<file path="src/rtl/filtb_pkg.sv">
// Shared ADPCM constants for the long-term speed-control filters.
package filtb_pkg;

  localparam int FI_W           = 3;
  localparam int DM_W           = 14;
  localparam int FILTB_SHIFT    = 7;
  localparam int FILTB_FI_SHIFT = 11;
  localparam int FILTB_BIAS     = 32768;
  localparam int FILTB_SXT      = 16128;

endpackage

</file>
<file path="src/rtl/lt_filter.sv">
// Generic G.726 long-term average filter: dmlp = dml + ((fi << IN_SHIFT) - dml) >>> SHIFT,
// built with the bias/sign-extend arithmetic used by FILTA and FILTB.
module lt_filter #(
  parameter int IN_W     = 3,
  parameter int DM_W     = 14,
  parameter int IN_SHIFT = 11,
  parameter int SHIFT    = 7,
  parameter int BIAS     = 32768,
  parameter int SXT      = 16128
) (
  input  logic [IN_W-1:0] fi,
  input  logic [DM_W-1:0] dml,
  output logic [DM_W-1:0] dmlp
);

  localparam int DIF_W = DM_W + 1;

  logic signed [DIF_W-1:0] dif;
  logic        [DM_W-1:0]  difsx;

  // Shift the difference down and, when negative, fill the vacated top bits
  // by adding the sign-extension constant (floor rounding, no saturation).
  function automatic logic [DM_W-1:0] shift_sext(input logic signed [DIF_W-1:0] d);
    logic [DIF_W-1:0] mag;
    mag = unsigned'(d) >> SHIFT;
    return DM_W'(mag) + (d[DIF_W-1] ? DM_W'(SXT) : {DM_W{1'b0}});
  endfunction

  // Difference is taken modulo 2^DIF_W; the bias keeps the standard's form.
  always_comb begin
    dif   = signed'((DIF_W'(fi) << IN_SHIFT) + DIF_W'(BIAS) - DIF_W'(dml));
    difsx = shift_sext(dif);
    dmlp  = dml + difsx;
  end

endmodule

</file>
<file path="src/rtl/filtb.sv">
// FILTB: long-term average of the transformed quantizer output with a
// registered copy of the result for the surrounding codec.
module filtb #(
  parameter int FI_W  = filtb_pkg::FI_W,
  parameter int DM_W  = filtb_pkg::DM_W,
  parameter int SHIFT = filtb_pkg::FILTB_SHIFT
) (
  input  logic            clk,
  input  logic            reset,
  input  logic [FI_W-1:0] FI,
  input  logic [DM_W-1:0] DML,
  output logic [DM_W-1:0] DMLP,
  output logic [DM_W-1:0] DMLP_Q
);

  import filtb_pkg::FILTB_FI_SHIFT;
  import filtb_pkg::FILTB_BIAS;
  import filtb_pkg::FILTB_SXT;

  lt_filter #(
    .IN_W     (FI_W),
    .DM_W     (DM_W),
    .IN_SHIFT (FILTB_FI_SHIFT),
    .SHIFT    (SHIFT),
    .BIAS     (FILTB_BIAS),
    .SXT      (FILTB_SXT)
  ) u_filter (
    .fi   (FI),
    .dml  (DML),
    .dmlp (DMLP)
  );

  // Registered copy of the update; reset clears only this register.
  always_ff @(posedge clk) begin
    if (reset) DMLP_Q <= '0;
    else       DMLP_Q <= DMLP;
  end

endmodule

</file>
<file path="config.mk">
export PLATFORM = sky130hd
export DESIGN_NAME = filtb
export DESIGN_NICKNAME = d
export VERILOG_FILES = /design/src/rtl/filtb_pkg.sv /design/src/rtl/lt_filter.sv /design/src/rtl/filtb.sv
export SDC_FILE = /design/constraint.sdc
export NUM_CORES = 1
export LEC_CHECK = 0
export ABC_AREA = 1
export BUFFER_PORTS_ARGS = -buffer_cell sky130_fd_sc_hd__buf_2
export CAP_MARGIN = 20
export CORE_UTILIZATION = 46
export CTS_CLUSTER_DIAMETER = 50
export DETAILED_ROUTE_END_ITERATION = 7
export HOLD_SLACK_MARGIN = 0.08
export PLACE_DENSITY = 0.76
export SETUP_SLACK_MARGIN = 0.5
export SKIP_CTS_REPAIR_TIMING = 1
export SLEW_MARGIN = 10
export SYNTH_ARGS = -nofsm -noshare
export SYNTH_HDL_FRONTEND = slang
export SYNTH_SLANG_ARGS = --single-unit
</file>
<file path="constraint.sdc">
create_clock -name clk -period 2.2 [get_ports clk]
set_clock_uncertainty 0.05 [all_clocks]
set_input_delay 0.22 -clock clk [delete_from_list [all_inputs] [get_ports clk]]
set_output_delay 0.22 -clock clk [all_outputs]
set_load 0.02 [all_outputs]
</file>
==> flow_summary.ini, run 1 <==
[floorplanning]
io_pins = 47
initial_core_util = 0.481
die_y_um = 58.3
die_w_um = 58.3
row_count = 20

[clock_tree]
clockRootBuffer = clkbuf_4
clk_path_buf_depth = 2
h-tree-depth = 1
cts.sinks = 14
cts_buffers = 3

[global_routing]
grt_max_degree = 15
grt_antenna_before_repair = 1

[yosys]
ys_ff_latch = 14
synth_area_per_cell_um2 = 6.22
synth_edf_count = 0
synth_nets = 271
synth_cell_type_count = 27
yosysWarnings = 0
synth.cell_area_um2 = 1460
synth_cells = 234
synthArstFlopShare = 0
synth_flop_cell = dfxtp_1
ys_seq_area_frac = 0.192

[timing]
crit_endpoint = DMLP[13]
worst-ep-kind = top-level output

[status]
tool.error = [ERROR DPL-0033] detailed placement checks failed during check placement.
status = did not finish
stop_stage = 5_1_grt

[placed_design]
gp_congestion = 0.882
post-dp-hpwl_um = 3270
io_buffer_count = 46
## Yosys cell counts, drive strengths merged, types with 2 or more instances
library cell   n  area share
nand2         68        0.18
inv           43        0.11
nor2          35       0.099
ha            17        0.15
dfxtp         14        0.19
a21oi         13       0.047
nand3         13       0.052
xor2           8       0.053
nand4          6       0.030
nor2b          3       0.018
nor3           3       0.014
xnor2          3       0.018
a21o           2       0.010
## per-stage QoR
step / setup WS, ns / setup TNS, ns / cells / util / instance area, µm²
global placement: -0.536 / -6.16 / 373 / 0.798 / 2420
floorplan: -0.0498 / -0.184 / 234 / - / 1760
detailed placement: -0.545 / -6.76 / 373 / 0.798 / 2420
CTS: -0.546 / -4.75 / 377 / 0.810 / 2450
## kinds of logic after synthesis
| kind of cell | after synthesis | share of synthesized area |
|---|---|---|
| AND/OR/NAND/NOR | 130 | 0.397 |
| buffers and inverters | 44 | 0.113 |
| adder cells (fa/ha/maj) | 18 | 0.160 |
| AO/OA/AOI/OAI | 17 | 0.0661 |
| flip-flops | 14 | 0.192 |
| XOR/XNOR | 11 | 0.0713 |
==> run 2, diff against run 1 <==
Settings changed: CORE_UTILIZATION 46 to 40, CTS_CLUSTER_DIAMETER 50 to unset, HOLD_SLACK_MARGIN 0.08 to unset, PLACE_DENSITY 0.76 to unset, PLACE_DENSITY_LB_ADDON set to 0.15, SETUP_SLACK_MARGIN 0.5 to unset.
Clock period 2.2 ns to 2.9 ns, I/O delays scaled along.
==> flow_summary.ini, run 2 <==
[route]
detail-route-antenna-nets = 0
vias = 1676
drtIter0Drc = 20
wl_per_cell_um = 10.7
drc = 2
viasPerCell = 4.72
drt-total-wl_um = 3810
dr.pass1.iters = 7

[min_path]
hold_class = in -> reg
holdPathStages = 2

[finish]
reg_top3 = DMLP_Q x14
nNetsFinal = 347
final_common_cell = nand2_1
fillers = 310
largest-register = DMLP_Q
final_area_um2 = 2280
stdcell_count = 355
diodes = 0
area_growth_pct = 56.8
largest_reg_flops = 14
mostFrequentLayoutCells = nand2_1 (56), buf_2 (38), inv_1 (35)
layout-drive-gt1-share = 0.437

[yosys]
ys_seq_area_frac = 0.192
yosysWarnings = 0
synth_area_leaders = dfxtp_1 (19%), nand2_1 (18%), ha_1 (15%)
synth_flop_cell = dfxtp_1
synth_nets = 271
ys_ff_latch = 14
synth_area_per_cell_um2 = 6.22
synth_cells = 234
synth_most_common_cell = nand2_1
yosysTopAreaCellShare = 0.192
synth.cell_area_um2 = 1460
synthArstFlopShare = 0
synth_common_cells = nand2_1 (68), inv_1 (43), nor2_1 (32)
synth_edf_count = 0
synth_top_area_cell = dfxtp_1
synth_cell_type_count = 27

[global_routing]
first_global_vias = 1406
grtUsageTotal = 0.181
grt_overflow_total = 0
grt_antenna_before_repair = 0
grt_max_degree = 15
grt_pass1_wl_um = 5780

[clock_tree]
clk_path_buf_depth = 2
path_clk_slew_ns = 0.09
cts_tree = built
h-tree-depth = 1
clockRootBuffer = clkbuf_4
cts.sinks = 14
cts_buffers = 3

[critical_path]
worstSetupStartpoint = DML[12]
cp_max_fo = 6
cp-endpoint = DMLP[13]
worstSetupStartpointType = input port
critPathKind = in -> out
cp.arrival_ns = 2.49
worstSetupEndpointType = primary output
required_ns = 2.56

[timing]
slew_headroom = 0.810
setup_viol = 0
finalMaxSlewViolations = 0
hold_viol = 0
period_needed_ns = 2.83
min_period_over_period = 0.976
worst_slack_ns = 0.0695
tightest_slew_ns = 0.286
setup_tns_ns = 0
whs_ns = 0.294
fmax_mhz = 353

[pwr]
p_per_area_nw_per_um2 = 473
p_leak_nw = 1.24
peakVddDrop_v = 0.000166

[floorplanning]
die_y_um = 62.3
design.die.area_um2 = 3890
initial_core_util = 0.426
die_w_um = 62.3
io_pins = 47
core_um2 = 3420
row_count = 21

[status]
violations = DRC
status = finished with violations

[placed_design]
pre_cts_slack_ns = -0.00826
gp_congestion = 0.868
io_buffer_count = 46
place_inst = 347
post-dp-hpwl_um = 2850
dpl_cell_area_um2 = 1910

[flow_run]
maxCapViolCount = 0
## run 2: how the worst min path moves through the flow
stage,slack [ns],startpoint,endpoint
6_report,0.29,reset,DMLP_Q[1]$_SDFF_PP0_
2_1_floorplan,0.30,reset,DMLP_Q[8]$_SDFF_PP0_
3_3_place_gp,0.59,reset,DMLP_Q[1]$_SDFF_PP0_
5_1_grt,0.31,reset,DMLP_Q[7]$_SDFF_PP0_
3_5_place_dp,0.59,reset,DMLP_Q[1]$_SDFF_PP0_
4_1_cts,0.29,reset,DMLP_Q[1]$_SDFF_PP0_
## run 2: cell type report
type / instances / area (µm²) / area share
inverters: 43 / 168 / 0.0734
flip-flops and latches: 14 / 280 / 0.123
multi-input cells: 176 / 1260 / 0.551
clock buffers: 4 / 36.3 / 0.0159
repair buffers: 72 / 484 / 0.212
well taps: 46 / 57.6 / 0.0252
## run 2: cells by family after synthesis
logic type	share of synthesized area
AO/OA/AOI/OAI	0.0661
AND/OR/NAND/NOR	0.397
XOR/XNOR	0.0713
buffers and inverters	0.113
flip-flops	0.192
adder cells (fa/ha/maj)	0.160
## run 2: critical path, cell delays in order
cell        delay [ns]
buf_4             0.11
inv_2             0.04
ha_4              0.27
nand2_2           0.06
inv_1             0.05
nand2_1           0.04
nor2_1            0.10
nand2_1           0.09
nand2_2           0.11
clkinvlp_4        0.10
buf_12            0.15
ha_4              0.32
nand2_4           0.08
nor2_4            0.10
and2_4            0.16
nand2_1           0.05
nand3_1           0.08
nand2_1           0.06
nand2_1           0.07
inv_1             0.05
buf_6             0.12
## run 2: power breakdown
group	internal (mW)	switching, mW	leakage, nW
logic	0.304	0.403	1.10
clock network	0.0765	0.0673	0.0210
registers	0.224	0.00614	0.117
total	0.605	0.476	1.24
## run 2: layer usage
| layer | vias up | GRT usage | share of wire |
|---|---|---|---|
| met2 | 42 | 0.305 | 0.49 |
| met4 | 0 | 0.0640 | 0.022 |
| met1 | 747 | 0.239 | 0.45 |
| met5 | - | 0 | 0 |
| met3 | 8 | 0.0165 | 0.031 |
| li1 | 879 | - | - |
## run 2: metrics by stage
step           total power [mW]  utilization
3_5_place_dp              0.815        0.558
2_1_floorplan             0.615            -
4_1_cts                   0.962        0.568
3_3_place_gp              0.810        0.558
6_report                   1.08        0.668
5_1_grt                    1.17        0.668
(Power assumes the default switching activity.)
==> run 3, diff against run 2 <==
Settings changed: CORE_AREA set to 2 2 63 65, CORE_UTILIZATION 40 to unset, DIE_AREA set to 0 0 65 67, SYNTH_HIERARCHICAL set to 1.
==> flow_summary.ini, run 3 <==
[critical_path]
worstSetupEndpointType = primary output
worstSetupStartpointType = input port
cp.arrival_ns = 2.42
required_ns = 2.56
worstSetupStartpoint = DML[12]
cp_max_fo = 6
critPathKind = in -> out
cp-endpoint = DMLP[13]

[timing]
setup_tns_ns = 0
min_period_over_period = 0.952
period_needed_ns = 2.76
hold_viol = 0
fmax_mhz = 362
setup_viol = 0
slew_headroom = 0.747
finalMaxSlewViolations = 0
tightest_slew_ns = 0.376

[clock_tree]
clk_path_buf_depth = 2
clockRootBuffer = clkbuf_8
path_clk_slew_ns = 0.05
cts_tree = built
cts.sinks = 14
h-tree-depth = 1
cts_buffers = 3

[placed_design]
io_buffer_count = 46
gp_congestion = 0.852
post-dp-hpwl_um = 2970

[global_routing]
grt_max_degree = 15
first_global_vias = 1378
grtUsageTotal = 0.167
grt_pass1_wl_um = 5770
grt_antenna_before_repair = 0
grt_overflow_total = 0

[route]
drtIter0Drc = 49
viasPerCell = 4.59
drt-total-wl_um = 3460
dr.pass1.iters = 4
drc = 0
wl_per_cell_um = 10.1
vias = 1579
detail-route-antenna-nets = 0

[yosys]
synth_area_leaders = dfxtp_1 (20%), nand2_1 (17%), ha_1 (15%)
synth.cell_area_um2 = 1430
synthArstFlopShare = 0
synth_cells = 239
synth_most_common_cell = nand2_1
yosysTopAreaCellShare = 0.196
synth_edf_count = 0
yosysWarnings = 6
synth_common_cells = nand2_1 (64), inv_1 (44), nor2_1 (43)
synth_top_area_cell = dfxtp_1
synth_flop_cell = dfxtp_1
ys_ff_latch = 14
synth_cell_type_count = 25
ys_seq_area_frac = 0.196
synth_area_per_cell_um2 = 5.99
synth_nets = 276

[floorplanning]
io_pins = 47
design.die.area_um2 = 4360
row_count = 22
initial_core_util = 0.397
die_y_um = 67
core_um2 = 3610
die_w_um = 65

[min_path]
hold_class = in -> reg
holdCritStartpoint = reset

[finish]
final_common_cell = nand2_1
diodes = 0
largest_reg_flops = 14
largest-register = DMLP_Q
fillers = 379
mostFrequentLayoutCells = nand2_1 (62), buf_2 (44), inv_1 (43)
nNetsFinal = 335
seqCellArea_um2 = 280
area_growth_pct = 36.2
reg_top3 = DMLP_Q x14
multi_input_area_um2 = 1100
layout-drive-gt1-share = 0.294

[pwr]
p_per_area_nw_per_um2 = 481
peakVddDrop_v = 0.000141
p_leak_nw = 1.10
fin_total_pwr_uw = 939

[status]
status = completed

[flow_run]
maxCapViolCount = 0
[run 3: through the flow]
step	hold WS [ns]	setup slack [ns]	util	cell area [µm²]	cells
3_5_place_dp	0.576	-0.0373	0.493	1780	341
6_report	0.328	0.141	0.541	1950	344
4_1_cts	0.332	-0.0443	0.505	1820	344
3_3_place_gp	0.575	-0.0382	0.493	1780	341
5_1_grt	0.352	-0.0173	0.541	1950	344
2_1_floorplan	0.312	0.350	-	1430	239
[run 3: worst max-delay path, cell delays in order]
cell and delay (ns):
buf_2 0.09, inv_1 0.04, ha_1 0.30, nand2_1 0.08, nand2_1 0.06, a21oi_1 0.19
nand2_2 0.10, inv_2 0.15, ha_4 0.24, nand2_1 0.14, inv_1 0.05, nand2_1 0.10
nand2_1 0.07, nand2_1 0.06, nand2_1 0.06, nor2_1 0.11, nand2_1 0.06, nand2_1 0.08
buf_4 0.15
[run 3: cell families (layout without fill, tap and decap cells)]
| family | after synthesis | in the layout | share of synthesized area |
|---|---|---|---|
| AOI/OAI and AO/OA | 19 | 19 | 0.0725 |
| DFF | 14 | 14 | 0.196 |
| adders and majority gates | 18 | 18 | 0.162 |
| xor gates and xnor gates | 9 | 9 | 0.0550 |
| and+or+nand+nor | 134 | 134 | 0.391 |
| buffers and inverters | 45 | 102 | 0.123 |
[run 3: cell type report]
cell class / count / share of cell area
Inverter: 44 / 0.0847
Timing Repair Buffer: 55 / 0.155
Multi-Input combinational cell: 180 / 0.564
Sequential cell: 14 / 0.144
Tap cell: 48 / 0.0308
Clock buffer: 3 / 0.0212
[run 3: how the worst min path moves through the flow]
stage | end | slack, ns | depth (start not counted)
2_1_floorplan | DMLP_Q[1]$_SDFF_PP0_ | 0.31 | 1
3_3_place_gp | DMLP_Q[3]$_SDFF_PP0_ | 0.57 | 2
3_5_place_dp | DMLP_Q[0]$_SDFF_PP0_ | 0.58 | 2
4_1_cts | DMLP_Q[13]$_SDFF_PP0_ | 0.33 | 2
5_1_grt | DMLP_Q[10]$_SDFF_PP0_ | 0.35 | 2
6_report | DMLP_Q[3]$_SDFF_PP0_ | 0.33 | 2
[run 3: power breakdown]
group          internal (mW)  switching [mW]
logic                  0.207           0.353
clock network         0.0912          0.0574
registers              0.224         0.00555
[run 3: layer usage]
layer  GRT usage  wire [µm]  share of wire  vias to the layer above
met1       0.210       1690           0.49                      679
met5           0          0              0                        -
li1            -          -              -                      855
met2       0.298       1530           0.44                       41
met3      0.0101        184          0.053                        4
met4      0.0612         47          0.014                        0
